**src/rtl/prog_ctr_pkg.sv**
```systemverilog
// prog_ctr_pkg: FSM state type, default PC width and the fixed 16-entry branch target table
package prog_ctr_pkg;
  localparam int DEF_PC_W = 10;
  typedef enum logic [1:0] {IDLE, RUN, HALT} state_t;
  localparam logic [DEF_PC_W-1:0] BR_LUT [16] = '{
    10'h000, 10'h010, 10'h040, 10'h3F0,
    10'h000, 10'h000, 10'h000, 10'h000,
    10'h000, 10'h000, 10'h000, 10'h000,
    10'h000, 10'h000, 10'h000, 10'h000
  };
endpackage

```
**src/rtl/prog_ctr_branch_lut.sv**
```systemverilog
// branch_lut: combinational ROM, br_idx[3:0] in -> absolute branch target out
module branch_lut
  import prog_ctr_pkg::*;
(
  input  logic [3:0]          br_idx,
  output logic [DEF_PC_W-1:0] target
);
  assign target = BR_LUT[br_idx];
endmodule

```
**src/rtl/prog_ctr.sv**
```systemverilog
// prog_ctr: fetch PC with IDLE/RUN/HALT sequencing, LUT branches and saturating retired count (clk, rst_n, start, stall, halt_req, br_*, flags, br_idx -> pc, busy, done, branch_taken, retired)
module prog_ctr
  import prog_ctr_pkg::*;
#(
  parameter int              PC_W       = DEF_PC_W,
  parameter logic [PC_W-1:0] START_ADDR = '0,
  parameter int              CNT_W      = 16
) (
  input  logic             clk,
  input  logic             rst_n,
  input  logic             start,
  input  logic             stall,
  input  logic             halt_req,
  input  logic             br_ne_en,
  input  logic             br_lt_en,
  input  logic             notequal,
  input  logic             lessthan,
  input  logic [3:0]       br_idx,
  output logic [PC_W-1:0]  pc,
  output logic             busy,
  output logic             done,
  output logic             branch_taken,
  output logic [CNT_W-1:0] retired
);
  state_t state, nxt;
  logic [DEF_PC_W-1:0] target;
  logic taken, adv, go;
  branch_lut u_lut (.br_idx(br_idx), .target(target));
  assign taken = (br_ne_en & notequal) | (br_lt_en & lessthan);
  assign adv   = state == RUN && !stall;
  assign go    = start && state != RUN;
  always_ff @(posedge clk or negedge rst_n)
    if (!rst_n) state <= IDLE;
    else state <= nxt;
  always_comb begin
    nxt = state == RUN ? (adv && halt_req ? HALT : RUN) : (start ? RUN : state);
  end
  always_ff @(posedge clk or negedge rst_n)
    if (!rst_n) begin
      pc           <= START_ADDR;
      retired      <= '0;
      branch_taken <= 1'b0;
    end else begin
      branch_taken <= adv && !halt_req && taken;
      if (go) begin
        pc      <= START_ADDR;
        retired <= '0;
      end else if (adv) begin
        retired <= &retired ? retired : retired + CNT_W'(1);
        pc      <= halt_req ? pc : taken ? PC_W'(target) : pc + PC_W'(1);
      end
    end
  always_comb begin
    busy = state == RUN;
    done = state == HALT;
  end
endmodule

```
**config.mk**
```make
export PLATFORM = sky130hd
export DESIGN_NAME = prog_ctr
export DESIGN_NICKNAME = d
export VERILOG_FILES = /design/src/rtl/prog_ctr_pkg.sv /design/src/rtl/prog_ctr_branch_lut.sv /design/src/rtl/prog_ctr.sv
export SDC_FILE = /design/constraint.sdc
export NUM_CORES = 1
export LEC_CHECK = 0
export ABC_AREA = 1
export CAP_MARGIN = 30
export CORE_MARGIN = 8
export CORE_UTILIZATION = 45
export CTS_CLUSTER_DIAMETER = 40
export DETAILED_ROUTE_END_ITERATION = 16
export PLACE_DENSITY = 0.72
export SLEW_MARGIN = 10
export SYNTH_ARGS = -nofsm -noshare
export SYNTH_HDL_FRONTEND = slang
export SYNTH_HIERARCHICAL = 1
export SYNTH_SLANG_ARGS = --single-unit
```
**constraint.sdc**
```tcl
create_clock -name clk -period 1.7 [get_ports clk]
set_clock_uncertainty 0.2 [all_clocks]
set_input_delay 0.34 -clock clk [delete_from_list [all_inputs] [get_ports clk]]
set_output_delay 0.34 -clock clk [all_outputs]
set_load 0.005 [all_outputs]
```
==> out/metrics.csv <==
metric;value;unit
cell class contributing the biggest share of worst-path delay;buffers and inverters;
Max clock buf depth;2;
Max Slew Vio Count;0;
status;finished, final reports clean;
Peak supply drop;0.0005444;V
Synth Cell Area;1899;sq um
Distinct cells, synth;28;
Port Buffers;41;
DIE AREA;6555;sq um
Clock transition at path regs;0.06;ns
Worst R2R Path Depth;8;
die height;80.97;um
Mapped Cells;266;
Pre-Repair DR Iteration Count;4;
Clk pwr share;24.0;%
Switching Power;0.0007571;W
CTS tree;yes;
number of CTS-inserted buffers;5;
setup slack, reg-to-reg;0.07;ns
first-pass GRT wire length;8914;um
Comb power frac;39.4;%
largest stage delay on the critical path;0.46;ns
Sink Count;29;
pwr dens;797.9;nW/um^2
Worst EP required;1.71;ns
minimum clock period;1.637;ns
ant diodes;0;
leakage power;1.646;nW
sequential standard cell area;732.0;sq um
final hold viol count;0;
post-route setup slack;0.06268;ns
Setup crit start kind;input pin;
commonest cells after routing, fill and taps aside;nand2_1, buf_4, nor2_1;
Critical Path Slowest Stage Cell;clkdlybuf4s50_1;
root buffer cell;clkbuf_8;
RSZ-0062 raised after global routing;yes;
Final setup viols;0;
Starting Density;47.14;%
Period Utilization, post-route;96.31;%
Worst Setup Slack post-DPL;-0.1849;ns
Crit. End Element;flip-flop;
Arr. time, crit path;1.64;ns
I/O pin total;42;
YS warnings;6;
GP Congestion;0.8679;
critical path, cell by cell;clkdlybuf4s50_1 > nand2_4 > nand4_1 > o21ai_4 > buf_12 > nand2_1 > o21ai_2;
P_int;0.001540;W
HPWL after DPL;3650;um
end of the worst register-to-register path;retired[15];
commonest non-fill, non-tap cell in the layout;nand2_1;
vias;2053;
Seq cells post-synth;29;
Power, Total;0.002297;W
wire per inst;13.14;um
sum of buffers and inverters on the critical path;2;
sequential share of power;36.6;%
sequential fraction of the synthesis area;38.21;%
Routed Antenna Nets;0;
HP Class;input pin to asynchronous set/reset pin;
Mapped Avg Cell Area;7.140;sq um
Core ar.;4029;sq um
multi-input logic area;1077;sq um
largest net degree at the start of global routing;30;
cell row count;23;
Area Growth Syn to Fin;51.58;%
initial antenna violation count;0;
vias in the first global route;2036;
Tot GR Track Use;17.06;%
drt total wl;5322;um
vias per cell;5.069;
switch share;32.96;%
r2r startpoint;retired[1];
worst-path fanout max;12;
DR iter-0 viols;87;
maxcap violations;0;
Crit Path Category;input pin to flip-flop;
grt total ovfl;0;
Fmax;0.6108;GHz
DRC;0;
CTS H-tree depth;2;
Fillers;333;
Die W;80.97;um
clk_lat worst skew;0.28;ns
fin nets;369;
fraction of layout cells with a size suffix above 1;25.35;%
==> timing repair <==
action | in CTS | in global routing
endpoints found under the setup margin | 39 | 36
resized for setup | 24 | 37
hold buffers | 0 | 0
pin swaps | 0 | 4
buffers inserted | 25 | 1
==> kinds of logic after synthesis <==
logic type / count (synthesis) / synth area share, %
AOI/OAI and AO/OA: 30 / 10.61
xor gates and xnor gates: 10 / 4.612
adders and majority gates: 2 / 1.317
buffers and inverters: 37 / 9.485
DFF: 29 / 38.21
other: 1 / 0.1974
and+or+nand+nor: 157 / 35.57
==> worst reg2reg max path: cells and delay by family, from the launching register on <==
family | cells | cell delay, ns
flops | 1 | 0.36
fa+ha+maj | 1 | 0.21
simple gates | 3 | 0.27
buf+inv | 2 | 0.26
compound gates | 2 | 0.28
==> cells in the mapped netlist <==
cell,n,area [sq um]
buf_4,7,52.55
buf_6,2,22.52
o22ai_1,2,12.51
dfrtp_1,29,725.7
clkinv_1,1,3.750
nor2_1,35,131.4
xnor2_1,1,8.760
nand2_1,81,304.0
nand4_1,5,31.28
nand3_2,2,20.02
o211ai_1,3,22.52
nor2_4,1,11.26
nor3_1,3,15.01
a21oi_1,3,15.01
ha_1,2,25.02
nor2_2,2,12.51
nand3_1,22,110.1
xor2_1,9,78.83
o21ai_2,8,70.07
o21ai_0,9,45.04
conb_1,1,3.750
o221ai_1,1,8.760
nand2_2,4,25.02
clkbuf_1,1,3.750
nor3b_1,2,15.01
o21bai_1,3,22.52
inv_1,26,97.59
o21ai_1,1,5.000
==> power by group through the flow <==
stage / logic (W) / clock network, W / registers (W)
5_1_grt: 0.000999 / 0.000597 / 0.000852
3_3_place_gp: 0.000761 / 0 / 0.000897
2_1_floorplan: 0.000350 / 0 / 0.000907
3_5_place_dp: 0.000772 / 0 / 0.000900
6_report: 0.000905 / 0.000551 / 0.000841
4_1_cts: 0.000902 / 0.000557 / 0.000843
==> cell type report <==
type | instances | area share, %
tap | 50 | 2.173
inverter | 27 | 3.520
clock buffer | 8 | 2.781
timing repair buffer | 88 | 28.68
multi-input combinational | 203 | 37.42
sequential | 29 | 25.42
==> worst max-delay path by stage <==
stage | cells past startpoint | from | slack [ns] | to
floorplan | 8 | retired[0] | 0.08 | retired[9]
global placement | 8 | stall | -0.19 | pc[5]
detailed placement | 7 | start | -0.18 | retired[15]
CTS | 1 | retired[9] | 0.00002 | retired[9]
global route | 7 | retired[6] | -0.03 | retired[15]
finish | 7 | start | 0.06 | retired[15]
==> registers in the layout (all words and copies together), names as in the netlist <==
name	count
branch_taken	1
pc	10
retired	16
state	2
==> per-stage QoR <==
stage | setup TNS [ns] | instances | util, % | area (sq um) | hold WS [ns]
detailed placement | -3.868 | 372 | 62.24 | 2507 | 0.3390
global placement | -3.175 | 372 | 62.24 | 2507 | 0.3316
global route | -0.1467 | 405 | 71.46 | 2879 | 0.2398
CTS | 0 | 405 | 69.16 | 2786 | 0.2281
finish | 0 | 405 | 71.46 | 2879 | 0.2146
floorplan | 0 | 269 | - | 1911 | -0.1556
==> per-layer routing <==
metal	vias up	global-route usage, %	share of wire [%]
met3	11	4.967	5.7
met4	0	6.250	1.9
li1	1019	-	-
met2	54	30.55	51
met1	969	18.66	41
met5	-	0	0
No activity file was read; power rests on OpenSTA's default activity.
